File: config.mk
export PLATFORM = sky130hd
export DESIGN_NAME = student_status_reader
export DESIGN_NICKNAME = d
export VERILOG_FILES = /design/src/rtl/student_status_reader.sv
export SDC_FILE = /design/constraint.sdc
export NUM_CORES = 1
export LEC_CHECK = 0
export ABC_AREA = 1
export CAP_MARGIN = 15
export CORE_UTILIZATION = 50
export DETAILED_ROUTE_END_ITERATION = 12
export GPL_ROUTABILITY_DRIVEN = 0
export GPL_TIMING_DRIVEN = 0
export HOLD_SLACK_MARGIN = 0.15
export PLACE_DENSITY = 0.75
export SYNTH_ARGS = -nofsm -noshare
export SYNTH_HDL_FRONTEND = slang
export SYNTH_SLANG_ARGS = --single-unit
File: constraint.sdc
create_clock -name clk_in -period 3.7 [get_ports clk_in]
set_clock_uncertainty 0.15 [all_clocks]
set_input_delay 0.74 -clock clk_in [delete_from_list [all_inputs] [get_ports clk_in]]
set_output_delay 0.74 -clock clk_in [all_outputs]
set_load 0.05 [all_outputs]
File: src/rtl/student_status_reader.sv
// SoC-side capture of four asynchronous student status words, filtered for stability and
// exposed over APB3. Optional capture timestamp enabled by STUDENT_STATUS_TIMESTAMP_EN.
module student_status_reader #(
    parameter int unsigned STABLE_CYCLES = 4,
    parameter int unsigned APB_AW        = 5
) (
    input  logic              clk_in,
    input  logic              reset_int,
    input  logic [31:0]       status_0_in,
    input  logic [31:0]       status_1_in,
    input  logic [31:0]       status_2_in,
    input  logic [31:0]       status_3_in,
    input  logic              psel_in,
    input  logic              penable_in,
    input  logic              pwrite_in,
    input  logic [APB_AW-1:0] paddr_in,
    input  logic [31:0]       pwdata_in,
    output logic [31:0]       prdata_out,
    output logic              pready_out,
    output logic              pslverr_out,
    output logic              irq_out
);

    localparam int unsigned      CntW     = (STABLE_CYCLES > 1) ? $clog2(STABLE_CYCLES) : 1;
    localparam logic [CntW-1:0]  CntMax   = CntW'(STABLE_CYCLES - 1);
    localparam logic [APB_AW-1:0] LastAddr = APB_AW'(32'h1C);

    logic [31:0]     status_in [4];
    logic [31:0]     sync1_q   [4];
    logic [31:0]     sync2_q   [4];
    logic [31:0]     cand_q    [4];
    logic [31:0]     capt_q    [4];
    logic [CntW-1:0] cnt_q     [4];
    logic [3:0]      capture;
    logic [3:0]      raw;
    logic [3:0]      change_q, change_d;
    logic [3:0]      mask_q;
    logic [31:0]     stamp;

    assign status_in[0] = status_0_in;
    assign status_in[1] = status_1_in;
    assign status_in[2] = status_2_in;
    assign status_in[3] = status_3_in;

    // A capture fires only once the candidate has held for the full window and is new.
    always_comb begin
        capture = '0;
        raw     = '0;
        for (int i = 0; i < 4; i++) begin
            capture[i] = (sync2_q[i] == cand_q[i]) && !(cnt_q[i] < CntMax) &&
                         (cand_q[i] != capt_q[i]);
            raw[i]     = (cand_q[i] != capt_q[i]);
        end
    end

    always_ff @(posedge clk_in) begin
        if (reset_int) begin
            for (int i = 0; i < 4; i++) begin
                sync1_q[i] <= '0;
                sync2_q[i] <= '0;
                cand_q[i]  <= '0;
                capt_q[i]  <= '0;
                cnt_q[i]   <= '0;
            end
        end else begin
            for (int i = 0; i < 4; i++) begin
                sync1_q[i] <= status_in[i];
                sync2_q[i] <= sync1_q[i];
                if (sync2_q[i] != cand_q[i]) begin
                    cand_q[i] <= sync2_q[i];
                    cnt_q[i]  <= '0;
                end else if (cnt_q[i] < CntMax) begin
                    cnt_q[i] <= cnt_q[i] + 1'b1;
                end else if (capture[i]) begin
                    capt_q[i] <= cand_q[i];
                end
            end
        end
    end

`ifdef STUDENT_STATUS_TIMESTAMP_EN
    logic [31:0] tick_q;
    logic [31:0] stamp_q;

    always_ff @(posedge clk_in) begin
        if (reset_int) begin
            tick_q  <= '0;
            stamp_q <= '0;
        end else begin
            tick_q <= tick_q + 32'd1;
            if (|capture) begin
                stamp_q <= tick_q;
            end
        end
    end

    assign stamp = stamp_q;
`else
    assign stamp = '0;
`endif

    // APB decode
    logic       access;
    logic       in_range;
    logic       aligned;
    logic [2:0] reg_idx;
    logic       writable;
    logic       err;
    logic       wr_ok;
    logic [31:0] rdata;
    logic       unused_pwdata;

    assign unused_pwdata = ^pwdata_in[31:4];

    assign access   = psel_in & penable_in;
    assign in_range = (paddr_in <= LastAddr);
    assign aligned  = (paddr_in[1:0] == 2'b00);
    assign reg_idx  = paddr_in[4:2];
    assign writable = (reg_idx == 3'd4) || (reg_idx == 3'd5);
    assign err      = !in_range || !aligned || (pwrite_in && !writable);
    assign wr_ok    = access && pwrite_in && !err;

    always_comb begin
        rdata = '0;
        unique case (reg_idx)
            3'd0:    rdata = capt_q[0];
            3'd1:    rdata = capt_q[1];
            3'd2:    rdata = capt_q[2];
            3'd3:    rdata = capt_q[3];
            3'd4:    rdata = {28'd0, change_q};
            3'd5:    rdata = {28'd0, mask_q};
            3'd6:    rdata = {28'd0, raw};
            3'd7:    rdata = stamp;
            default: rdata = '0;
        endcase
    end

    // A W1C on the same edge as a capture loses to the set.
    always_comb begin
        change_d = change_q;
        if (wr_ok && (reg_idx == 3'd4)) begin
            change_d = change_d & ~pwdata_in[3:0];
        end
        change_d = change_d | capture;
    end

    always_ff @(posedge clk_in) begin
        if (reset_int) begin
            change_q <= '0;
            mask_q   <= '0;
        end else begin
            change_q <= change_d;
            if (wr_ok && (reg_idx == 3'd5)) begin
                mask_q <= pwdata_in[3:0];
            end
        end
    end

    assign pready_out  = access && !reset_int;
    assign pslverr_out = access && err && !reset_int;
    assign prdata_out  = (access && !pwrite_in && !err && !reset_int) ? rdata : 32'd0;
    assign irq_out     = |(change_q & mask_q);

endmodule

* After elaboration in Yosys (flattened, before gate mapping)
Memory sizes are Yosys's and may differ from the RTL's.
Index checks and enable logic that the tools add are counted.
** Word-level totals
- Flip-flop bits (word level) :: 8
- Memory bits (writable) :: 520
- Input port bits :: 170
- Output and inout port bits :: 35
- Logic and storage cells :: 177
- Memories :: 5
** Cells by class
- $add $sub $neg :: 4
- Magnitude comparators :: 5
- Equal/unequal tests :: 19
- Muxes and demuxes :: 78
- Bitwise logic cells :: 29
- Reductions and logical operators :: 35
** Memories
- cand_q :: words 4, bits a word 32, read ports 4, clocked after Yosys merged registers in 0, write ports 4, line 31 : logic [31:0] cand_q [4];
- capt_q :: words 4, bits a word 32, read ports 4, clocked after Yosys merged registers in 0, write ports 4, line 32 : logic [31:0] capt_q [4];
- sync1_q :: words 4, bits a word 32, read ports 4, clocked after Yosys merged registers in 0, write ports 4, line 29 : logic [31:0] sync1_q [4];
- sync2_q :: words 4, bits a word 32, read ports 4, clocked after Yosys merged registers in 0, write ports 4, line 30 : logic [31:0] sync2_q [4];
- cnt_q :: words 4, bits a word 2, read ports 4, clocked after Yosys merged registers in 0, write ports 4, line 33 : logic [CntW-1:0] cnt_q [4];
** Operator list (number)
- 32-bit 2-to-1 mux :: 17
- 32-bit != test :: 8
- 32-bit case mux with 8 select lines :: 1
- 32-bit equality test :: 4
- 1-bit 2-to-1 mux :: 51
- 1-bit OR :: 24
- 1-bit logical AND :: 19
- 2-bit 2-to-1 mux :: 8
- 3-bit equality test (second input constant) :: 4
- 1-bit logical NOT :: 10
- 2-bit by 1-bit adder with 2-bit output (second input constant) :: 4
- 4-bit AND :: 2
- 2-bit less-than comparator (second input constant) :: 4
- 3-bit by 2-bit equality test with 1-bit output (second input constant) :: 2
- 5-bit less-or-equal comparator (second input constant) :: 1
- 4-bit 2-to-1 mux :: 1
- 4-bit NOT :: 1
- 4-bit OR :: 1
- 4-bit OR reduction :: 1
- 3-bit by 1-bit equality test with 1-bit output (second input constant) :: 1
- 3-bit logical NOT :: 1
- 1-bit logical OR :: 3
- 2-bit logical NOT :: 1
- 1-bit AND :: 1

* Longest topological paths before layout
Gate-level depths: netlist of run 1.
An unclocked memory read counts as a cell.
- Word-level depth :: 11
- Gate-level depth with buffers :: 12
- Gate-level depth less buffers :: 11

* Worst setup path after synthesis of run 1
No wires, ideal clock.
- Path type :: input port to output port
- From :: input reset_int
- To :: output prdata_out[0]
- Arrival time :: 3090 ps
- Data required time :: 2810 ps
- Path slack :: -280 ps
- Stages :: 7
- Path buffers :: 2
- Cells stage by stage :: buf_2 nor2_1 nand2_1 clkinv_1 buf_2 o21ai_0 a21oi_1
** On the way
- Word-level cells in the longest chain between the ends :: 3
** Ends and longest elaborated chain
- from (decl) :: line 8 : input logic reset_int,
- 1-bit logical NOT :: line 161 : assign prdata_out = (access && !pwrite_in && !err && !reset_int) ? rdata : 32'd0;
- 1-bit logical AND :: line 161
- 32-bit 2-to-1 mux :: line 161
- to (decl) :: line 18 : output logic [31:0] prdata_out,
No other way between the ends.

* Final worst setup path of run 1
- From :: input paddr_in[3]
- To :: output prdata_out[9]
** On the way
- Word-level cells in the longest chain between the ends :: 9
- Elaborated cells between the ends (all ways) :: 20
- Those cells by class :: order compare: 1; eq/ne: 7; mux: 2; reduce/logical: 10
** Ends and longest elaborated chain
- from (decl) :: line 16 : input logic [APB_AW-1:0] paddr_in,
- branches (longest 8 deep; another with 5-bit less-or-equal comparator)
- 32-bit 2-to-1 mux * :: line 161
Every way passes the cells marked *.

==> flow_metrics.env, run 1 <==
export IMPL_synth_yosys_seq_area_share_pct=57.65
export IMPL_portion_of_the_clock_cycle_consumed_by_the_worst_path_in_the_final_layout_pct=100.0
export IMPL_worst_setup_path_start_kind="primary input"
export IMPL_drt_first_pass_iters=6
export IMPL_cts_buffers=53
export IMPL_synthesized_netlist_net_count=2928
export IMPL_final_critical_path_setup_slack_ps=-0.4186
export IMPL_synth_top_family_by_area="simple AND/OR/NAND/NOR gates"
export IMPL_gr_usage_all_layers_pct=25.82
export IMPL_initial_core_util_pct=50.62
export IMPL_required_ps=2810
export IMPL_route_detailed_wl_per_inst_um=16.48
export IMPL_netlist_cell_type_count=41
export IMPL_clk_pin_slew_worst_paths_ps=60
export IMPL_muxShareOfSynthArea_pct=0
export IMPL_number_of_drc_violations_after_detailed_routing_iteration_0=1784
export IMPL_total_leakage_power_nw=11.87
export IMPL_hold_path_class="reg2reg"
export IMPL_worst_setup_path_class="in2out"
export IMPL_critPathMaxFanout=10
export IMPL_cp_arrival_ps=2810
export IMPL_yosys_area_share_xor_xnor_pct=5.388
export IMPL_vias=17986
export IMPL_count_of_clock_tree_sinks=528
export IMPL_clockRootBuffer="sky130_fd_sc_hd__clkbuf_16"
export IMPL_coreArea_um2=45280
export IMPL_syn_area_per_cell_um2=8.323
export IMPL_htree_levels=2
export IMPL_synth_area_leader_cell="sky130_fd_sc_hd__edfxtp_1"
export IMPL_dpl_cell_count=3539
export IMPL_power_density_nw_per_um2=464.1
export IMPL_area_growth_synth_to_final_pct=19.92
export IMPL_synth_enable_flop_cells=264
export IMPL_cp_end_kind="output pin"
export IMPL_upper_clock_frequency_limit_mhz=270.2
export IMPL_clock_latency_ps=610
export IMPL_yosys_area_share_simple_pct=22.66
export IMPL_die_width_um=216.1
export IMPL_final_max_slew_violation_count=0
export IMPL_boundaryPins=205
export IMPL_final_net_count=3168
export IMPL_synth_compound_area_share_pct=2.418
export IMPL_slew_limit_headroom_pct=39.28
export IMPL_floorplan_die_area_um2=46700
export IMPL_vias_in_the_first_global_route=17631
export IMPL_core_rowCount=78
export IMPL_yosys_warnings=0
export IMPL_placement_io_buffers=175
export IMPL_power_ir_vdd_worst_mv=0.3592
export IMPL_rsz0062_at_grt="true"
export IMPL_tritoncts="done"
export IMPL_ant_nets=0
export IMPL_post_route_cells_drive_above_1_share_pct=7.340
export IMPL_synthesis_instances=2754
export IMPL_synth_top_cell_area_share_pct=34.59
export IMPL_synthArstFlopShare_pct=0
export IMPL_route_final_wire_length_mm=59.96
export IMPL_synthFlopType="sky130_fd_sc_hd__edfxtp_1"
export IMPL_routed_via_density=4.943
export IMPL_final_setup_viol_count=1
export IMPL_cts_hold_repair_buffers=0
export IMPL_max_cap_violations=0
export IMPL_post_detailed_placement_half_perimeter_wirelength_mm=45.73
export IMPL_grt_pass1_wl_mm=92.65
export IMPL_post_place_setup_slack_ps=-979.3
export IMPL_worst_slew_pin_slew_ps=910.7
export IMPL_hold_viol_final=0
export IMPL_synth_seq_cells=528
export IMPL_netlist_top_cells_count="635 x sky130_fd_sc_hd__nor2_1, 608 x sky130_fd_sc_hd__inv_1, 527 x sky130_fd_sc_hd__nand2_1"
export IMPL_violations="negative setup slack"
export IMPL_layoutNonFillerInstCount=3639
export IMPL_synth_cell_area_um2=22920
export IMPL_netlist_top_cells_area="sky130_fd_sc_hd__edfxtp_1 35%, sky130_fd_sc_hd__dfxtp_1 23%, sky130_fd_sc_hd__nor2_1 10%"
export IMPL_result_of_the_run="complete, but fails checks"
export IMPL_antenna_found_initial=1
export IMPL_grt_start_max_net_pins=25
export IMPL_timing_final_crit_period_ps=3700
export IMPL_post_synth_fa_ha_maj_area_fraction_pct=0.2184
export IMPL_post_route_drc_count=0
export IMPL_fillerInstances=3775
export IMPL_globalRouteOverflowTotal=0
export IMPL_ctsLongestPathBuffers=3
export IMPL_die_height_um=216.1
export IMPL_post_synth_top_count_cell="sky130_fd_sc_hd__nor2_1"
-- area by class of cell --
class / count / area (um2) / area share (%)
clock buffer: 82 / 1595 / 5.804
timing repair buffer: 185 / 1887 / 6.865
buffer: 73 / 390.4 / 1.420
clock inverter: 17 / 140.1 / 0.5098
sequential: 528 / 13210 / 48.07
multi-input combinational: 1540 / 7203 / 26.21
inverter: 613 / 2305 / 8.385
antenna: 1 / 2.502 / 0.009104
tap: 600 / 750.7 / 2.731
-- worst paths after layout --
path                            slack (ps)            from  cells past startpoint             end
worst min-delay path                   240  sync1_q[1][17]                      2  sync2_q[1][17]
worst max register to register         940    cand_q[1][2]                      9   capt_q[1][24]
worst min register to register         240  sync1_q[1][17]                      2  sync2_q[1][17]
worst max-delay path                  -0.4     paddr_in[3]                      9   prdata_out[9]
-- metal layers --
layer	up-vias	GRT usage [%]	part of all wire, %
met3	155	6.625	9.7
met5	-	0	0
met4	0	13.19	5.1
li1	8737	-	-
met1	8305	31.69	39
met2	789	42.03	46
-- where the power goes --
part / leakage (nW) / switching, mW / internal, mW / total, mW
Combinational: 5.88 / 0.553 / 0.406 / 0.959
Sequential: 5.13 / 0.175 / 6.35 / 6.53
Clock: 0.862 / 2.23 / 3.05 / 5.27
-- what timing repair did --
action	4_1_cts	5_1_grt
gates resized for setup	159	33
setup buffers	0	0
endpoints found under the setup margin	32	28
hold endpoints to repair	0	0
-- cells by family (layout without fill, tap and decap cells) --
logic type	count (synthesis)	after routing
AOI/OAI and AO/OA	92	92
xor gates and xnor gates	141	141
adders and majority gates	4	4
buffers and inverters	686	970
DFF	528	528
other	0	1
and+or+nand+nor	1303	1303
-- cell usage in the layout, fill, tap and decap left out, drive strengths merged --
master / count
o21ai: 40
dfxtp: 264
nand4: 49
clkinvlp: 3
clkdlybuf4s18: 2
o2111ai: 1
a22o: 1
a221oi: 3
o221ai: 2
nor3: 37
inv: 614
clkdlybuf4s15: 3
a22oi: 3
nand3: 30
clkdlybuf4s50: 140
ha: 4
diode: 1
o22ai: 7
clkinv: 12
and2: 5
xnor2: 96
xor2: 45
buf: 72
nand3b: 2
or2: 5
nor4: 2
o211ai: 10
nor2: 643
clkbuf: 120
a21oi: 15
nand2: 530
edfxtp: 264
a41oi: 4
a31oi: 6
dlygate4sd2: 3
bufinv: 1
-- worst max-delay path: stages --
cell                            delay [ps]
sky130_fd_sc_hd__dlygate4sd2_1         380
sky130_fd_sc_hd__nor2_1                190
sky130_fd_sc_hd__buf_2                 210
sky130_fd_sc_hd__nand2_2               150
sky130_fd_sc_hd__inv_1                 110
sky130_fd_sc_hd__buf_2                 250
sky130_fd_sc_hd__nand2_1               120
sky130_fd_sc_hd__a21oi_2               310
sky130_fd_sc_hd__buf_2                 330
-- sequential cells by signal, indices dropped and copies added (netlist names) --
| register | flops |
|---|---|
| cand_q | 128 |
| capt_q | 128 |
| sync1_q | 128 |
| sync2_q | 128 |
| cnt_q | 8 |
| change_q | 4 |
| mask_q | 4 |
-- stage by stage --
| stage | TNS (ps) | area (um2) | total power, mW | hold WS [ps] | utilization, % |
|---|---|---|---|---|---|
| final | -0.4186 | 27490 | 12.76 | 241.9 | 60.70 |
| after global routing | -35.91 | 27480 | 13.18 | 256.5 | 60.69 |
| after CTS | 0 | 27470 | 12.80 | 244.7 | 60.66 |
| after detailed placement | -25690 | 25780 | 7.581 | 241.6 | 56.92 |
| after global placement | -56640 | 25490 | 7.532 | 242.4 | 56.30 |
| after floorplan | 0 | 22990 | 7.141 | 238.3 | - |
Note: power is estimated with default switching activity, not from simulation.
==> run 2: changes to the inputs <==
--- a/config.mk
+++ b/config.mk
@@ -7,12 +7,12 @@
 export LEC_CHECK = 0
 export ABC_AREA = 1
 export CAP_MARGIN = 15
-export CORE_UTILIZATION = 50
+export CORE_UTILIZATION = 52
 export DETAILED_ROUTE_END_ITERATION = 12
 export GPL_ROUTABILITY_DRIVEN = 0
 export GPL_TIMING_DRIVEN = 0
 export HOLD_SLACK_MARGIN = 0.15
-export PLACE_DENSITY = 0.75
+export PLACE_DENSITY = 0.77
 export SYNTH_ARGS = -nofsm -noshare
 export SYNTH_HDL_FRONTEND = slang
 export SYNTH_SLANG_ARGS = --single-unit
==> flow_metrics.env, run 2 (same netlist as run 1, synthesis figures left out) <==
export IMPL_result_of_the_run="complete, but fails checks"
export IMPL_violations="negative setup slack"
export IMPL_grt_start_max_net_pins=30
export IMPL_power_density_nw_per_um2=467.0
export IMPL_globalRouteOverflowTotal=0
export IMPL_r2r_worst_path_cells=10
export IMPL_gr_usage_all_layers_pct=27.35
export IMPL_coreArea_um2=43270
export IMPL_post_route_drc_count=0
export IMPL_worst_hold_path_num_cells=2
export IMPL_vias_in_the_first_global_route=17646
export IMPL_route_detailed_wl_per_inst_um=16.76
export IMPL_clock_latency_ps=600
export IMPL_max_cap_violations=0
export IMPL_cts_buffers=52
export IMPL_placement_io_buffers=175
export IMPL_power_internal_mw=9.875
export IMPL_p_switching_mw=2.976
export IMPL_dpl_cell_count=3524
export IMPL_slew_limit_headroom_pct=39.15
export IMPL_final_max_slew_violation_count=0
export IMPL_cp_arrival_ps=2830
export IMPL_required_ps=2810
export IMPL_tritoncts="done"
export IMPL_die_width_um=212.0
export IMPL_power_frac_seq_pct=50.8
export IMPL_ant_nets=0
export IMPL_upper_clock_frequency_limit_mhz=268.9
export IMPL_layout_cells_most_common="sky130_fd_sc_hd__nor2_1"
export IMPL_antenna_found_initial=1
export IMPL_critPathMaxFanout=10
export IMPL_die_height_um=212.0
export IMPL_rsz0062_at_grt="true"
export IMPL_final_setup_viol_count=1
export IMPL_final_cell_mix="635 x sky130_fd_sc_hd__nor2_1, 606 x sky130_fd_sc_hd__inv_1, 525 x sky130_fd_sc_hd__nand2_1, 264 x sky130_fd_sc_hd__edfxtp_1, 264 x sky130_fd_sc_hd__dfxtp_1"
export IMPL_count_of_clock_tree_sinks=528
export IMPL_boundaryPins=205
export IMPL_area_growth_synth_to_final_pct=20.06
export IMPL_final_critical_path_setup_slack_ps=-18.26
export IMPL_core_rowCount=76
export IMPL_hold_path_class="reg2reg"
export IMPL_drt_first_pass_iters=8
export IMPL_clk_pin_slew_worst_paths_ps=60
export IMPL_routed_via_density=4.996
export IMPL_post_detailed_placement_half_perimeter_wirelength_mm=45.45
export IMPL_worst_setup_path_start_kind="primary input"
export IMPL_post_route_cells_drive_above_1_share_pct=7.246
export IMPL_worst_slew_pin_slew_ps=912.7
export IMPL_worst_setup_path_class="in2out"
export IMPL_layoutNonFillerInstCount=3622
export IMPL_grt_pass1_wl_mm=93.16
export IMPL_route_final_wire_length_mm=60.70
export IMPL_final_setup_tns_ps=-18.26
export IMPL_clock_power_share_pct=41.7
export IMPL_timing_final_crit_period_ps=3718
export IMPL_combPwrFrac_pct=7.5
export IMPL_clockRootBuffer="sky130_fd_sc_hd__clkbuf_16"
export IMPL_postLayoutCoreUtil_pct=63.60
export IMPL_initial_core_util_pct=52.98
export IMPL_htree_levels=2
export IMPL_total_leakage_power_nw=11.88
export IMPL_final_net_count=3168
export IMPL_vias=18095
export IMPL_floorplan_die_area_um2=44920
export IMPL_number_of_drc_violations_after_detailed_routing_iteration_0=2004
export IMPL_ctsLongestPathBuffers=3
export IMPL_cp_end_kind="output pin"
export IMPL_portion_of_the_clock_cycle_consumed_by_the_worst_path_in_the_final_layout_pct=100.5
export IMPL_hold_viol_final=0
export IMPL_power_ir_vdd_worst_mv=0.3290
export IMPL_p_sw_share_pct=23.16
run 2: critical path, cell delays in order:
cell,delay (ps)
sky130_fd_sc_hd__dlygate4sd2_1,350
sky130_fd_sc_hd__inv_2,220
sky130_fd_sc_hd__nand3_2,210
sky130_fd_sc_hd__inv_2,190
sky130_fd_sc_hd__buf_2,230
sky130_fd_sc_hd__nand2_1,130
sky130_fd_sc_hd__nand3_1,140
sky130_fd_sc_hd__o211ai_1,150
sky130_fd_sc_hd__inv_1,90
sky130_fd_sc_hd__clkdlybuf4s18_2,360
run 2: power by group through the flow:
stage                     logic, mW  clock network (mW)  registers (mW)
final                         0.965                5.36            6.53
after global routing           1.07                5.62            6.54
after CTS                     0.952                5.39            6.52
after detailed placement      0.938                   0            6.64
after global placement        0.890                   0            6.64
after floorplan               0.566                   0            6.57
run 2: worst paths after layout:
kind,start,endpoint,slack (ps)
max,paddr_in[4],prdata_out[31],-20
min reg2reg,sync1_q[0][7],sync2_q[0][7],250
max reg2reg,cand_q[1][19],capt_q[1][26],1000
min,sync1_q[0][7],sync2_q[0][7],250
run 2: what timing repair did:
action	in CTS	in global routing
gates resized for setup	154	27
setup endpoints to repair	32	31
cloned	0	0
buffers inserted	0	1
hold buffers	0	0
run 2: layout make-up:
type                    instances  area [um2]
multi-input cells            1540        7193
clock buffers                  79        1594
flip-flops and latches        528       13210
well taps                     585       732.0
plain buffers                  73       390.4
inverters                     613        2301
repair buffers                186        1939
diodes                          1       2.502
clock inverters                17       152.6
fillers                      3451       15750
run 2: metal layers:
layer  wire, um  global-route usage (%)  vias to the layer above  part of all wire [%]
met3       5834                   5.385                      184                   9.6
met4       3600                   15.89                        0                   5.9
met1      24350                   35.05                     8340                    40
li1           -                       -                     8737                     -
met5          0                       0                        -                     0
met2      26910                   43.14                      834                    44
run 2: through the flow:
stage	total power [mW]	cell area [um2]	worst slack [ps]	hold WS (ps)
3_5_place_dp	7.580	25760	-978.2	242.7
6_report	12.85	27520	-18.26	246.5
5_1_grt	13.23	27520	-23.68	264.6
2_1_floorplan	7.141	22990	11.58	238.3
4_1_cts	12.86	27490	4.244	248.0
3_3_place_gp	7.528	25470	-934.7	239.4
==> run 3: changes to the inputs <==
--- a/config.mk
+++ b/config.mk
@@ -7,12 +7,13 @@
 export LEC_CHECK = 0
 export ABC_AREA = 1
 export CAP_MARGIN = 15
-export CORE_UTILIZATION = 52
+export CORE_UTILIZATION = 55
 export DETAILED_ROUTE_END_ITERATION = 12
+export DONT_BUFFER_PORTS = 1
 export GPL_ROUTABILITY_DRIVEN = 0
 export GPL_TIMING_DRIVEN = 0
 export HOLD_SLACK_MARGIN = 0.15
-export PLACE_DENSITY = 0.77
+export PLACE_DENSITY = 0.74
 export SYNTH_ARGS = -nofsm -noshare
 export SYNTH_HDL_FRONTEND = slang
 export SYNTH_SLANG_ARGS = --single-unit
==> flow_metrics.env, run 3 (same netlist as run 1, synthesis figures left out) <==
export IMPL_cp_end_kind="output pin"
export IMPL_worst_slew_pin_slew_ps=1279
export IMPL_cts_buffers=52
export IMPL_power_ir_vdd_worst_mv=0.4092
export IMPL_holdPathEnd="sync1_q[2][0]"
export IMPL_die_height_um=206.1
export IMPL_max_cap_violations=0
export IMPL_post_route_drc_count=0
export IMPL_die_width_um=206.1
export IMPL_initial_core_util_pct=56.01
export IMPL_clock_latency_ps=610
export IMPL_vias=17842
export IMPL_area_growth_synth_to_final_pct=18.17
export IMPL_ff2ff_setup_slack_ps=930
export IMPL_cp_arrival_ps=2780
export IMPL_slew_limit_headroom_pct=14.18
export IMPL_coreArea_um2=40920
export IMPL_vias_in_the_first_global_route=17295
export IMPL_grt_pass1_wl_mm=93.66
export IMPL_timing_final_crit_period_ps=3670
export IMPL_dpl_cell_count=3295
export IMPL_crit_reg2reg_capture="capt_q[1][7]"
export IMPL_clk_pin_slew_worst_paths_ps=60
export IMPL_floorplan_die_area_um2=42490
export IMPL_fin_hold_ws_ps=165.4
export IMPL_count_of_clock_tree_sinks=528
export IMPL_placement_io_buffers=0
export IMPL_layout_cells_most_common="sky130_fd_sc_hd__nor2_1"
export IMPL_power_density_nw_per_um2=475.4
export IMPL_layoutNonFillerInstCount=3523
export IMPL_post_route_cells_drive_above_1_share_pct=5.951
export IMPL_final_cell_mix="634 x sky130_fd_sc_hd__nor2_1, 607 x sky130_fd_sc_hd__inv_1, 526 x sky130_fd_sc_hd__nand2_1, 264 x sky130_fd_sc_hd__edfxtp_1, 264 x sky130_fd_sc_hd__dfxtp_1"
export IMPL_post_detailed_placement_half_perimeter_wirelength_mm=44.84
export IMPL_routed_via_density=5.064
export IMPL_ctsLongestPathBuffers=3
export IMPL_hold_viol_final=0
export IMPL_worstPathCellList="inv_1 > nand3_1 > inv_1 > buf_2 > a221oi_1 > a21oi_2"
export IMPL_tritoncts="done"
export IMPL_ant_nets=0
export IMPL_final_max_slew_violation_count=0
export IMPL_clockRootBuffer="sky130_fd_sc_hd__clkbuf_16"
export IMPL_postLayoutCoreUtil_pct=66.18
export IMPL_diodes=0
export IMPL_total_leakage_power_nw=11.68
export IMPL_hold_path_startpoint="status_2_in[0]"
export IMPL_final_net_count=3121
export IMPL_portion_of_the_clock_cycle_consumed_by_the_worst_path_in_the_final_layout_pct=99.19
export IMPL_cp_delay_by_family_top="compound AO/OA/AOI/OAI gates"
export IMPL_htree_levels=2
export IMPL_hold_path_class="in2reg"
export IMPL_cp_slowest_cell="sky130_fd_sc_hd__a221oi_1"
export IMPL_number_of_drc_violations_after_detailed_routing_iteration_0=1768
export IMPL_gr_usage_all_layers_pct=29.52
export IMPL_antenna_found_initial=0
export IMPL_critPathMaxFanout=10
export IMPL_route_final_wire_length_mm=61.56
export IMPL_r2r_worst_path_cells=8
export IMPL_required_ps=2810
export IMPL_rsz0062_at_grt="false"
export IMPL_boundaryPins=205
export IMPL_cpMostUsedCell="sky130_fd_sc_hd__inv_1"
export IMPL_final_setup_viol_count=0
export IMPL_total_buffers_and_inverters_traversed_by_the_critical_path=3
export IMPL_worst_setup_path_start_kind="primary input"
export IMPL_globalRouteOverflowTotal=0
export IMPL_result_of_the_run="finished, final reports clean"
export IMPL_route_detailed_wl_per_inst_um=17.47
export IMPL_slowest_stage_delay_on_critical_path_ps=790
export IMPL_critical_path_reg2reg_startpoint="cand_q[1][30]"
export IMPL_core_rowCount=74
export IMPL_drt_first_pass_iters=6
export IMPL_cp_startpoint="paddr_in[4]"
export IMPL_worst_setup_path_class="in2out"
export IMPL_grt_start_max_net_pins=28
export IMPL_worst_hold_path_num_cells=2
export IMPL_upper_clock_frequency_limit_mhz=272.5
## run 3: layout make-up
| class | instances | area, um2 |
|---|---|---|
| buffer | 73 | 374.1 |
| clock buffer | 74 | 1617 |
| clock inverter | 24 | 173.9 |
| fill | 3202 | 13840 |
| inverter | 613 | 2301 |
| multi-input combinational | 1540 | 7222 |
| sequential | 528 | 13210 |
| tap | 532 | 665.6 |
| timing repair buffer | 139 | 1519 |
## run 3: per-stage QoR
step / power, mW / setup WS, ps / setup TNS (ps) / instance area (um2)
6_report: 12.88 / 30.16 / 0 / 27080
5_1_grt: 13.28 / 7.386 / 0 / 27080
4_1_cts: 12.89 / 21.40 / 0 / 27030
3_5_place_dp: 7.423 / -861.4 / -15850 / 23920
3_3_place_gp: 7.382 / -819.2 / -47880 / 23660
2_1_floorplan: 7.141 / 11.58 / 0 / 22990
## run 3: worst max-delay path by stage
stage | endpoint | slack, ps | depth (start not counted)
2_1_floorplan | prdata_out[0] | 10 | 7
3_3_place_gp | prdata_out[3] | -820 | 7
3_5_place_dp | prdata_out[3] | -860 | 7
4_1_cts | prdata_out[7] | 20 | 6
5_1_grt | prdata_out[23] | 7 | 7
6_report | prdata_out[9] | 30 | 6
## run 3: repair_timing
action | 4_1_cts | 5_1_grt
setup buffers | 0 | 0
resized for setup | 8 | 6
pin swaps | 1 | 1
endpoints found under the hold margin | 129 | 0
hold buffers | 129 | 0
setup endpoints to repair | 32 | 10
## run 3: metal layers
metal	share of wire (%)	vias to the layer above	global-route usage (%)	routed length (um)
met1	40	8242	37.34	24430
met4	5.3	0	14.86	3291
met5	0	-	0	0
met3	9.5	158	6.938	5873
li1	-	8636	-	-
met2	45	806	47.32	27960
## run 3: report_power, final
part           internal [mW]  leakage (nW)  switching, mW
clock network           3.14         0.905           2.29
registers               6.35          5.13          0.175
logic                  0.363          5.64          0.557
total                   9.85          11.7           3.03
